==> config.mk <==
export PLATFORM = sky130hd
export DESIGN_NAME = param_sync_fifo
export DESIGN_NICKNAME = d
export VERILOG_FILES = /design/src/rtl/fifo_pkg.sv /design/src/rtl/sfifo_ram.sv /design/src/rtl/param_sync_fifo.sv
export SDC_FILE = /design/constraint.sdc
export NUM_CORES = 1
export LEC_CHECK = 0
export BUFFER_PORTS_ARGS = -buffer_cell sky130_fd_sc_hd__buf_2
export CAP_MARGIN = 20
export CORE_UTILIZATION = 35
export DETAILED_ROUTE_END_ITERATION = 6
export GPL_TIMING_DRIVEN = 0
export SLEW_MARGIN = 20
export SYNTH_ARGS = -nofsm -noshare
export SYNTH_HDL_FRONTEND = slang
export SYNTH_SLANG_ARGS = --single-unit
==> constraint.sdc <==
create_clock -name clk -period 3.15 [get_ports clk]
set_input_delay 0.315 -clock clk [delete_from_list [all_inputs] [get_ports clk]]
set_output_delay 0.315 -clock clk [all_outputs]
set_load 0.02 [all_outputs]
==> src/rtl/fifo_pkg.sv <==
// Shared definitions for the synchronous FIFO family: default sizes,
// the read-mode encoding and elaboration-time parameter helpers.
package fifo_pkg;

    localparam int unsigned DEF_DATA_WIDTH = 8;
    localparam int unsigned DEF_DEPTH      = 16;

    typedef enum logic {
        READ_STD  = 1'b0,
        READ_FWFT = 1'b1
    } read_mode_e;

    function automatic int unsigned clog2(input int unsigned value);
        int unsigned result;
        result = 0;
        for (int unsigned i = 0; i < 32; i++) begin
            if ((32'd1 << i) < value) begin
                result = i + 1;
            end
        end
        return result;
    endfunction

    function automatic bit is_pow2(input int unsigned value);
        return (value != 0) && ((value & (value - 1)) == 0);
    endfunction

    function automatic bit levels_ok(input int unsigned ae_level,
                                     input int unsigned af_level,
                                     input int unsigned depth);
        return (ae_level < af_level) && (af_level <= depth);
    endfunction

endpackage

==> src/rtl/sfifo_ram.sv <==
// DEPTH x DATA_WIDTH flop array: synchronous write port, asynchronous read port.
module sfifo_ram
    import fifo_pkg::*;
#(
    parameter int unsigned DATA_WIDTH = DEF_DATA_WIDTH,
    parameter int unsigned DEPTH      = DEF_DEPTH,
    parameter int unsigned ADDR_WIDTH = clog2(DEPTH)
) (
    input  logic                  clk,
    input  logic                  we,
    input  logic [ADDR_WIDTH-1:0] waddr,
    input  logic [DATA_WIDTH-1:0] wdata,
    input  logic [ADDR_WIDTH-1:0] raddr,
    output logic [DATA_WIDTH-1:0] rdata
);

    logic [DATA_WIDTH-1:0] mem [DEPTH];

    always_ff @(posedge clk) begin
        if (we) begin
            mem[waddr] <= wdata;
        end
    end

    assign rdata = mem[raddr];

endmodule

==> src/rtl/param_sync_fifo.sv <==
// Parametrised single-clock FIFO with registered count/threshold flags,
// sticky overflow/underflow and selectable standard or FWFT read stage.
module param_sync_fifo
    import fifo_pkg::*;
#(
    parameter  int unsigned DATA_WIDTH = DEF_DATA_WIDTH,
    parameter  int unsigned DEPTH      = DEF_DEPTH,
    parameter  int unsigned FWFT       = 0,
    parameter  int unsigned AF_LEVEL   = DEPTH - 2,
    parameter  int unsigned AE_LEVEL   = 2,
    localparam int unsigned ADDR_WIDTH = clog2(DEPTH)
) (
    input  logic                  clk,
    input  logic                  rst,
    input  logic                  wr_en,
    input  logic [DATA_WIDTH-1:0] wr_data,
    input  logic                  rd_en,
    input  logic                  clr_err,
    output logic [DATA_WIDTH-1:0] rd_data,
    output logic                  rd_valid,
    output logic                  full,
    output logic                  empty,
    output logic                  almost_full,
    output logic                  almost_empty,
    output logic [ADDR_WIDTH:0]   count,
    output logic                  overflow,
    output logic                  underflow
);

    localparam read_mode_e READ_MODE = (FWFT != 0) ? READ_FWFT : READ_STD;
    localparam logic [ADDR_WIDTH:0] DEPTH_CNT = (ADDR_WIDTH + 1)'(DEPTH);
    localparam logic [ADDR_WIDTH:0] AF_CNT    = (ADDR_WIDTH + 1)'(AF_LEVEL);
    localparam logic [ADDR_WIDTH:0] AE_CNT    = (ADDR_WIDTH + 1)'(AE_LEVEL);

    if (!is_pow2(DEPTH) || DEPTH < 4) begin : g_bad_depth
        $error("param_sync_fifo: DEPTH must be a power of two and at least 4");
    end
    if (!levels_ok(AE_LEVEL, AF_LEVEL, DEPTH)) begin : g_bad_levels
        $error("param_sync_fifo: require AE_LEVEL < AF_LEVEL <= DEPTH");
    end
    if (DATA_WIDTH < 1) begin : g_bad_width
        $error("param_sync_fifo: DATA_WIDTH must be at least 1");
    end

    logic [ADDR_WIDTH:0]   wr_ptr;
    logic [ADDR_WIDTH:0]   rd_ptr;
    logic [ADDR_WIDTH:0]   wr_ptr_next;
    logic [ADDR_WIDTH:0]   rd_ptr_next;
    logic [ADDR_WIDTH:0]   count_next;
    logic                  wr_acc;
    logic                  rd_acc;
    logic [DATA_WIDTH-1:0] ram_rdata;

    // Pointer difference modulo 2*DEPTH equals count + wr_acc - rd_acc.
    always_comb begin
        wr_acc      = wr_en && !full;
        rd_acc      = rd_en && !empty;
        wr_ptr_next = wr_ptr + (ADDR_WIDTH + 1)'(wr_acc);
        rd_ptr_next = rd_ptr + (ADDR_WIDTH + 1)'(rd_acc);
        count_next  = wr_ptr_next - rd_ptr_next;
    end

    always_ff @(posedge clk) begin
        if (rst) begin
            wr_ptr       <= '0;
            rd_ptr       <= '0;
            count        <= '0;
            full         <= 1'b0;
            empty        <= 1'b1;
            almost_full  <= 1'b0;
            almost_empty <= 1'b1;
        end else begin
            wr_ptr       <= wr_ptr_next;
            rd_ptr       <= rd_ptr_next;
            count        <= count_next;
            full         <= (count_next == DEPTH_CNT);
            empty        <= (count_next == '0);
            almost_full  <= (count_next >= AF_CNT);
            almost_empty <= (count_next <= AE_CNT);
        end
    end

    // A new error in the same cycle as clr_err keeps the flag set.
    always_ff @(posedge clk) begin
        if (rst) begin
            overflow  <= 1'b0;
            underflow <= 1'b0;
        end else begin
            if (wr_en && full) begin
                overflow <= 1'b1;
            end else if (clr_err) begin
                overflow <= 1'b0;
            end
            if (rd_en && empty) begin
                underflow <= 1'b1;
            end else if (clr_err) begin
                underflow <= 1'b0;
            end
        end
    end

    sfifo_ram #(
        .DATA_WIDTH (DATA_WIDTH),
        .DEPTH      (DEPTH),
        .ADDR_WIDTH (ADDR_WIDTH)
    ) u_ram (
        .clk   (clk),
        .we    (wr_acc && !rst),
        .waddr (wr_ptr[ADDR_WIDTH-1:0]),
        .wdata (wr_data),
        .raddr (rd_ptr[ADDR_WIDTH-1:0]),
        .rdata (ram_rdata)
    );

    if (READ_MODE == READ_FWFT) begin : g_fwft
        // Masked while empty so the unreset storage never shows on rd_data.
        assign rd_data  = empty ? '0 : ram_rdata;
        assign rd_valid = !empty;
    end else begin : g_std
        always_ff @(posedge clk) begin
            if (rst) begin
                rd_data  <= '0;
                rd_valid <= 1'b0;
            end else begin
                rd_valid <= rd_acc;
                if (rd_acc) begin
                    rd_data <= ram_rdata;
                end
            end
        end
    end

endmodule

==> results.yml, run 1 <==
status:
  status: "finished clean"
place:
  routabilityCongestion: 0.765
  dp_slack_ns: -0.0242
  port_buffers: 32
  place_area_um2: 6660
  dp.cells: 600
  post-dp-hpwl_mm: 8.37
logic_synthesis:
  post_synth_main_area_contributors: "edfxtp_1, mux4_2, dfxtp_1"
  synth_area_leader_cell: "edfxtp_1"
  synth_edf_count: 128
  ys.warnings.count: 0
  synthCells: 343
  ys_types: 43
  ys_seq_area_share_pct: 71.7
  synth_most_common_cell: "edfxtp_1"
  synth_fp_nets: 364
  async_flop_share_pct: 0
  ys_top_cells_by_count: "edfxtp_1, mux4_2, dfxtp_1"
  avgSynthCellArea_um2: 18.1
  synth.top_cell.area_share_pct: 62.0
  synth_area_um2: 6200
  synth-main-ff-cell: "edfxtp_1"
  synth-seq-cells: 158
critical_path:
  critical_path_class: "flop to flop"
  crit_family: "buffers and inverters"
  cp_max_fo: 10
  worstPathRequired_ns: 3.50
  startpoint_type: "flop"
  max_stage_delay_ns: 0.35
  worst_ep_arrival_time_ns: 3.09
  crit_slowest_cell: "clkbuf_2"
  cp-end-kind: "flop"
  critical_path_buf_inv_count: 3
  path_common_cell: "clkbuf_2"
  crit_chain: "clkbuf_2, clkbuf_2, nand3_1, xor2_1, ha_1, buf_1, a31oi_1, o31ai_4, xnor2_2, a41o_1"
pwr:
  vdd_drop_max_mv: 0.377
  power_density_nw_per_um2: 718
  finalPower_mw: 5.19
  p_leak_nw: 2.46
final_layout:
  ff_latch_area_um2: 4440
  insertedDiodeCount: 0
  final_area_um2: 7220
  multi_input_area_um2: 1660
  instances_no_fill: 632
  fin_nets: 415
  area_growth_pct: 16.4
  fillers: 1562
  drive_gt1_share_pct: 28.5
floorplanning:
  start_util_pct: 35.9
  die-area_um2: 18300
  rows: 48
  core-area_um2: 17300
  ioPinCount: 33
  die_x_um: 135
  die_h_um: 135
drt:
  vias_per_cell: 5.00
  postRouteAntennaNets: 0
  first_pass_iters: 4
  num_vias: 3161
  drtIter0Drc: 211
  wl_per_cell_um: 19.8
  drc: 0
  wl_mm: 12.5
clock_tree:
  worstSkewPairLatency_ns: 0.42
  clockBufferDepth: 2
  htree_num_levels: 4
  cts_sinks: 158
  clk_pin_slew_ns: 0.06
  cts_tree: "built"
  cts_buffers: 17
  ctsHoldBuffers: 0
  cts_root_buf: "clkbuf_16"
job:
  max_cap_violations: 0
global_routing:
  grt_usage_pct: 15.2
  grt_pass1_vias: 3261
  overflow: 0
  antenna_found_initial: 0
  grt_pass1_wl_mm: 19.5
  grt_max_degree: 17
hold_path:
  hold_path_class: "input pin to flop"
timing:
  finalClockSkew_ns: 0.0157
  finalSetupViolations: 0
  rsz0062_at_grt: "false"
  drv_slew: 0
  setup_ws_ns: 0.407
  setup_tns_ns: 0
  fin_crit_sh_pct: 87.1
  maxSlewHeadroom_pct: 42.2
  tightestPinTransition_ns: 0.864
  fmax_ghz: 0.365
  fin_crit_ns: 2.74
  hold_viol: 0
-- worst reg2reg max path: cells and delay by family, from the launching register on --
| family | cells | cell delay [ns] |
|---|---|---|
| AOI/OAI and AO/OA | 3 | 0.63 |
| DFF | 1 | 0.33 |
| buffers and inverters | 3 | 0.75 |
| and+or+nand+nor | 1 | 0.14 |
| adders and majority gates | 1 | 0.27 |
| xor gates and xnor gates | 2 | 0.56 |
-- kinds of logic (layout without fill, tap and decap cells) --
| kind of cell | after synthesis | in the layout | synth area share [%] |
|---|---|---|---|
| flops | 158 | 158 | 71.7 |
| simple gates | 69 | 69 | 5.75 |
| compound gates | 39 | 39 | 5.47 |
| mux | 32 | 32 | 11.6 |
| buf+inv | 25 | 89 | 1.82 |
| xor+xnor | 12 | 12 | 2.06 |
| fa+ha+maj | 8 | 8 | 1.61 |
-- registers in the layout, indices dropped and copies added, names as in the netlist --
| name | flops |
|---|---|
| count | 5 |
| u_ram.mem | 128 |
| wr_ptr | 5 |
| rd_ptr | 5 |
| overflow | 1 |
| almost_empty | 1 |
| rd_data | 8 |
| almost_full | 1 |
| full | 1 |
| underflow | 1 |
| empty | 1 |
| rd_valid | 1 |
-- what timing repair did --
action                     CTS  global route
pin swaps                    0             0
buffers inserted             0             0
setup endpoints to repair    3             1
gates resized for setup      1             4
-- where the power goes --
group	switching (mW)	internal, mW
clock network	0.777	1.13
logic	0.504	0.384
registers	0.0398	2.35
total	1.32	3.86
-- layout make-up --
type / instances / share of cell area [%]
Buffer: 18 / 1.25
Clock buffer: 23 / 6.48
Clock inverter: 9 / 1.20
Inverter: 7 / 0.364
Multi-Input combinational cell: 160 / 23.0
Sequential cell: 158 / 61.5
Tap cell: 225 / 3.90
Timing Repair Buffer: 32 / 2.22
-- cells in the final DEF (no fill, tap or decap), types with 5 or more instances in the layout --
master,n
edfxtp_1,128
o22ai_1,8
buf_2,35
clkbuf_16,17
nand2b_1,14
nand2_1,6
nor2b_1,9
nor2_1,24
clkbuf_1,11
ha_1,8
inv_1,7
mux4_2,32
a22o_1,8
xnor2_1,5
dfxtp_1,30
-- per-layer routing --
layer	track usage, %	part of all wire, %	vias up
li1	-	-	1459
met1	19.8	44	1615
met2	24.4	50	79
met3	4.05	4.7	8
met4	5.49	0.92	0
met5	0	0	-
-- through the flow --
step | hold slack [ns] | utilization, %
floorplan | 0.414 | -
CTS | 0.156 | 41.7
global route | 0.164 | 41.7
finish | 0.177 | 41.7
detailed placement | 0.484 | 38.5
global placement | 0.473 | 38.4
-- worst paths after layout --
kind                           startpoint                 endpoint  slack (ns)  cells past startpoint
hold / removal                      rd_en   underflow$_SDFFE_PP0P_        0.18                      3
setup reg to reg     rd_ptr[1]$_SDFF_PP0_         empty$_SDFF_PP1_        0.41                     10
setup / recovery     rd_ptr[1]$_SDFF_PP0_         empty$_SDFF_PP1_        0.41                     10
hold reg to reg   rd_data[2]$_SDFFE_PP0N_  rd_data[2]$_SDFFE_PP0N_        0.50                      2
(Power assumes the default switching activity.)
==> run 2, diff against run 1 <==
--- a/config.mk
+++ b/config.mk
@@ -10,6 +10,7 @@
 export CORE_UTILIZATION = 35
 export DETAILED_ROUTE_END_ITERATION = 6
 export GPL_TIMING_DRIVEN = 0
+export RECOVER_POWER = 50
 export SLEW_MARGIN = 20
 export SYNTH_ARGS = -nofsm -noshare
 export SYNTH_HDL_FRONTEND = slang
==> run 2 against run 1 <==
  * Via count barely moved
  * Cell area shrank 0.50%
  * Core utilization decreased by 0.21 points
  * Die area did not move
  * Power down 0.18%
  * Clock skew fell by 0.0045 ns
  * Worst hold slack got worse by 0.0044 ns
  * Sequential power about the same
  * Largest power group unchanged
  * Highest routed layer unchanged
==> results.yml, run 2 (same netlist as run 1, synthesis figures left out) <==
pwr:
  vdd_drop_max_mv: 0.384
  power_density_nw_per_um2: 720
  p_leak_nw: 2.35
  finalPower_mw: 5.18
final_layout:
  insertedDiodeCount: 0
  final_cell_mix: "edfxtp_1, clkbuf_1, mux4_2, dfxtp_1, nor2_1"
  final_common_cell: "edfxtp_1"
  fin_nets: 415
  reg.largest.list: "u_ram.mem (128), rd_data (8)"
  multi_input_area_um2: 1660
  top_register: "u_ram.mem"
  ff_latch_area_um2: 4440
  drive_gt1_share_pct: 21.4
  largest_reg_flops: 128
  area_growth_pct: 15.9
  instances_no_fill: 632
  fillers: 1575
  final_area_um2: 7180
drt:
  vias_per_cell: 5.00
  wl_mm: 12.5
  num_vias: 3158
  drc: 0
  first_pass_iters: 4
  postRouteAntennaNets: 0
  wl_per_cell_um: 19.8
  drtIter0Drc: 208
clock_tree:
  cts_sinks: 158
  cts_root_buf: "clkbuf_16"
  worstSkewPairLatency_ns: 0.42
  clk_pin_slew_ns: 0.06
  post-cts-setup-buffers: 0
  cts_tree: "built"
  cts_buffers: 17
  htree_num_levels: 4
  clockBufferDepth: 2
critical_path:
  cp_max_fo: 10
  startpoint_type: "flop"
  critical_path_class: "flop to flop"
  worst_ep_arrival_time_ns: 3.09
  cp-end-kind: "flop"
  worstPathRequired_ns: 3.50
place:
  dp.cells: 600
  place_area_um2: 6660
  dp_slack_ns: -0.0242
  port_buffers: 32
  routabilityCongestion: 0.765
  post-dp-hpwl_mm: 8.37
global_routing:
  grt_pass1_vias: 3261
  overflow: 0
  grt_usage_pct: 15.2
  grt_max_degree: 17
  antenna_found_initial: 0
  grt_pass1_wl_mm: 19.5
floorplanning:
  start_util_pct: 35.9
  die_x_um: 135
  die-area_um2: 18300
  ioPinCount: 33
  rows: 48
  die_h_um: 135
  core-area_um2: 17300
timing:
  tightestPinTransition_ns: 0.871
  drv_slew: 0
  maxSlewHeadroom_pct: 41.7
  rsz0062_at_grt: "false"
  fin_crit_sh_pct: 86.9
  hold_viol: 0
  holdWs_ns: 0.172
  finalClockSkew_ns: 0.0111
  fmax_ghz: 0.365
  fin_crit_ns: 2.74
  setup_ws_ns: 0.412
  finalSetupViolations: 0
status:
  status: "finished clean"
job:
  max_cap_violations: 0
hold_path:
  hold_path_class: "input pin to flop"
-- run 2: critical path: stages, from the launching register on --
cell      delay (ns)
dfxtp_1         0.33
clkbuf_2        0.23
clkbuf_2        0.34
nand3_1         0.14
xor2_1          0.25
ha_1            0.27
buf_1           0.17
a31oi_1         0.25
o31ai_4         0.12
xnor2_2         0.30
a41o_1          0.24
-- run 2: timing repair --
action / 4_1_cts / 5_1_grt
resized for setup: 1 / 4
setup endpoints to repair: 3 / 1
hold buffers: 0 / 0
pin swaps: 0 / 0
-- run 2: metal layers --
layer / global-route usage, % / wire length [µm] / share of wire, %
met5: 0 / 0 / 0
met4: 5.49 / 172 / 1.4
met3: 4.05 / 679 / 5.4
met2: 24.4 / 6170 / 49
met1: 19.8 / 5510 / 44
-- run 2: worst paths after layout --
kind	from	end	slack, ns	cells after the start
hold reg to reg	rd_data[0]$_SDFFE_PP0N_	rd_data[0]$_SDFFE_PP0N_	0.51	2
setup reg to reg	rd_ptr[1]$_SDFF_PP0_	empty$_SDFF_PP1_	0.41	10
setup / recovery	rd_ptr[1]$_SDFF_PP0_	empty$_SDFF_PP1_	0.41	10
hold / removal	rd_en	underflow$_SDFFE_PP0P_	0.17	3
-- run 2: through the flow --
| stage | setup TNS [ns] | util, % |
|---|---|---|
| global placement | 0 | 38.4 |
| floorplan | 0 | - |
| global route | 0 | 41.5 |
| CTS | 0 | 41.7 |
| detailed placement | -0.0242 | 38.5 |
| finish | 0 | 41.5 |
-- run 2: power breakdown --
group	switching [mW]	total [mW]	internal [mW]
Sequential	0.0423	2.39	2.35
Combinational	0.505	0.869	0.364
Clock	0.783	1.91	1.13
-- run 2: layout make-up --
type | instances | area share, %
buffer | 18 | 1.25
clock buffer | 23 | 6.51
clock inverter | 9 | 1.20
inverter | 7 | 0.366
multi-input combinational | 160 | 23.2
sequential | 158 | 61.9
tap | 225 | 3.92
timing repair buffer | 32 | 1.72
==> run 3, diff against run 2 <==
--- a/config.mk
+++ b/config.mk
@@ -8,6 +8,7 @@
 export BUFFER_PORTS_ARGS = -buffer_cell sky130_fd_sc_hd__buf_2
 export CAP_MARGIN = 20
 export CORE_UTILIZATION = 35
+export CTS_BUF_LIST = sky130_fd_sc_hd__clkbuf_8
 export DETAILED_ROUTE_END_ITERATION = 6
 export GPL_TIMING_DRIVEN = 0
 export RECOVER_POWER = 50
==> run 3 against run 2 <==
  * Via count hardly changed
  * Critical path type unchanged
  * Clock power is 28% lower
  * Power is 10% lower
  * Worst hold slack worse by 0.034 ns
  * Largest power group unchanged
  * Critical path depth stayed put
  * Core utilization is 1.1 points lower
  * Sequential share of layout area is 1.7 points higher
  * Combinational power hardly changed
  * Register-to-register slack worse by 0.02 ns
==> results.yml, run 3 (same netlist as run 1, synthesis figures left out) <==
status:
  status: "finished clean"
floorplanning:
  core-area_um2: 17300
  die-area_um2: 18300
  ioPinCount: 33
  start_util_pct: 35.9
  rows: 48
  die_x_um: 135
  die_h_um: 135
drt:
  drc: 0
  first_pass_iters: 7
  wl_mm: 12.6
  wl_per_cell_um: 19.9
  num_vias: 3161
  postRouteAntennaNets: 0
  vias_per_cell: 5.00
  drtIter0Drc: 208
critical_path:
  path_common_cell: "clkbuf_2"
  crit_family: "buffers and inverters"
  worst_ep_arrival_time_ns: 3.15
  cp_max_fo: 10
  critical_path_buf_inv_count: 3
  cp-end-kind: "flop"
  crit_slowest_cell: "clkbuf_2"
  critical_path_class: "flop to flop"
  cp.depth: 10
  startpoint_type: "flop"
  worstPathRequired_ns: 3.53
  r2r_cells: 10
  crit_chain: "clkbuf_2, clkbuf_2, nand3_1, xor2_1, ha_1, buf_1, a31oi_1, o31ai_4, xnor2_2, a41o_1"
  max_stage_delay_ns: 0.36
timing:
  finalClockSkew_ns: 0.0124
  drv_slew: 0
  maxSlewHeadroom_pct: 42.3
  tightestPinTransition_ns: 0.863
  hold_viol: 0
  fin_crit_sh_pct: 87.6
  fin_crit_ns: 2.76
  fmax_ghz: 0.362
  setup_ws_ns: 0.389
  finalSetupViolations: 0
  holdWs_ns: 0.138
  setup_tns_ns: 0
  rsz0062_at_grt: "false"
place:
  dp_slack_ns: -0.0242
  port_buffers: 32
  post-dp-hpwl_mm: 8.37
  dp.cells: 600
  routabilityCongestion: 0.765
clock_tree:
  htree_num_levels: 4
  clk_pin_slew_ns: 0.08
  cts_root_buf: "clkbuf_8"
  clockBufferDepth: 2
  cts_buffers: 17
  worstSkewPairLatency_ns: 0.45
  cts_sinks: 158
  cts_tree: "built"
  post-cts-setup-buffers: 0
global_routing:
  grt_usage_pct: 15.2
  grt_pass1_wl_mm: 19.5
  overflow: 0
  grt_pass1_vias: 3288
  grt_max_degree: 17
  antenna_found_initial: 0
pwr:
  switchingPower_mw: 1.27
  pwr-share-seq_pct: 51.5
  p_leak_nw: 2.28
  switching_share_pct: 27.4
  p_clk_share_pct: 29.7
  pwr-share-comb_pct: 18.7
  power_density_nw_per_um2: 663
  vdd_drop_max_mv: 0.291
  finalPower_mw: 4.64
  power.internal_mw: 3.37
final_layout:
  insertedDiodeCount: 0
  reg.largest.list: "u_ram.mem (128), rd_data (8)"
  largest_reg_flops: 128
  area_growth_pct: 12.8
  final_common_cell: "edfxtp_1"
  instances_no_fill: 632
  fin_nets: 415
  drive_gt1_share_pct: 21.4
  fillers: 1596
  top_register: "u_ram.mem"
  final_cell_mix: "edfxtp_1, clkbuf_1, mux4_2, dfxtp_1, nor2_1"
job:
  max_cap_violations: 0
hold_path:
  hold_depth: 3
  hold_path_class: "input pin to flop"
[run 3: cell types whose count changed in the layout (fill, tap and decap cells not counted)]
cell       previous run  this run
clkbuf_1             40        36
clkbuf_16            17         0
clkbuf_8              2        19
inv_1                 7        11
[run 3: tightest hold or removal path, delay by kind of cell]
family / cells / cell delay, ns
AO/OA/AOI/OAI: 1 / 0.07
buffers and inverters: 1 / 0.08
AND/OR/NAND/NOR: 1 / 0.08
[run 3: layout make-up]
cell class / count / area (µm²) / area share, %
Buffer: 18 / 90.1 / 1.29
Clock buffer: 19 / 262 / 3.74
Clock inverter: 13 / 101 / 1.45
Inverter: 7 / 26.3 / 0.376
Multi-Input combinational cell: 160 / 1660 / 23.8
Sequential cell: 158 / 4440 / 63.6
Tap cell: 225 / 282 / 4.03
Timing Repair Buffer: 32 / 124 / 1.77
[run 3: routing by layer]
metal  wire, µm  up-vias  GRT usage, %
met5          0        -             0
met4        275        0          6.68
met3        543       22          3.49
met2       6210       62          24.6
met1       5560     1620          19.5
li1           -     1457             -
[run 3: stage by stage]
stage | area [µm²] | util, %
after global routing | 6990 | 40.4
after floorplan | 6200 | -
after detailed placement | 6660 | 38.5
after global placement | 6640 | 38.4
final | 6990 | 40.4
after CTS | 7030 | 40.6
[run 3: worst paths after layout]
| check | startpoint | to | slack [ns] |
|---|---|---|---|
| max | rd_ptr[1]$_SDFF_PP0_ | empty$_SDFF_PP1_ | 0.39 |
| min | rd_en | underflow$_SDFFE_PP0P_ | 0.14 |
| max reg2reg | rd_ptr[1]$_SDFF_PP0_ | empty$_SDFF_PP1_ | 0.39 |
| min reg2reg | rd_data[3]$_SDFFE_PP0N_ | rd_data[3]$_SDFFE_PP0N_ | 0.51 |
[run 3: what timing repair did]
action,in CTS,in global routing
hold endpoints to repair,0,0
endpoints found under the setup margin,3,1
hold buffers,0,0
gates resized for setup,1,4
[run 3: power by group through the flow]
stage | logic, mW | clock network (mW) | registers (mW)
3_3_place_gp | 0.883 | 0 | 2.43
5_1_grt | 0.949 | 1.49 | 2.40
6_report | 0.870 | 1.38 | 2.39
4_1_cts | 0.901 | 1.41 | 2.39
3_5_place_dp | 0.897 | 0 | 2.43
2_1_floorplan | 0.554 | 0 | 2.51
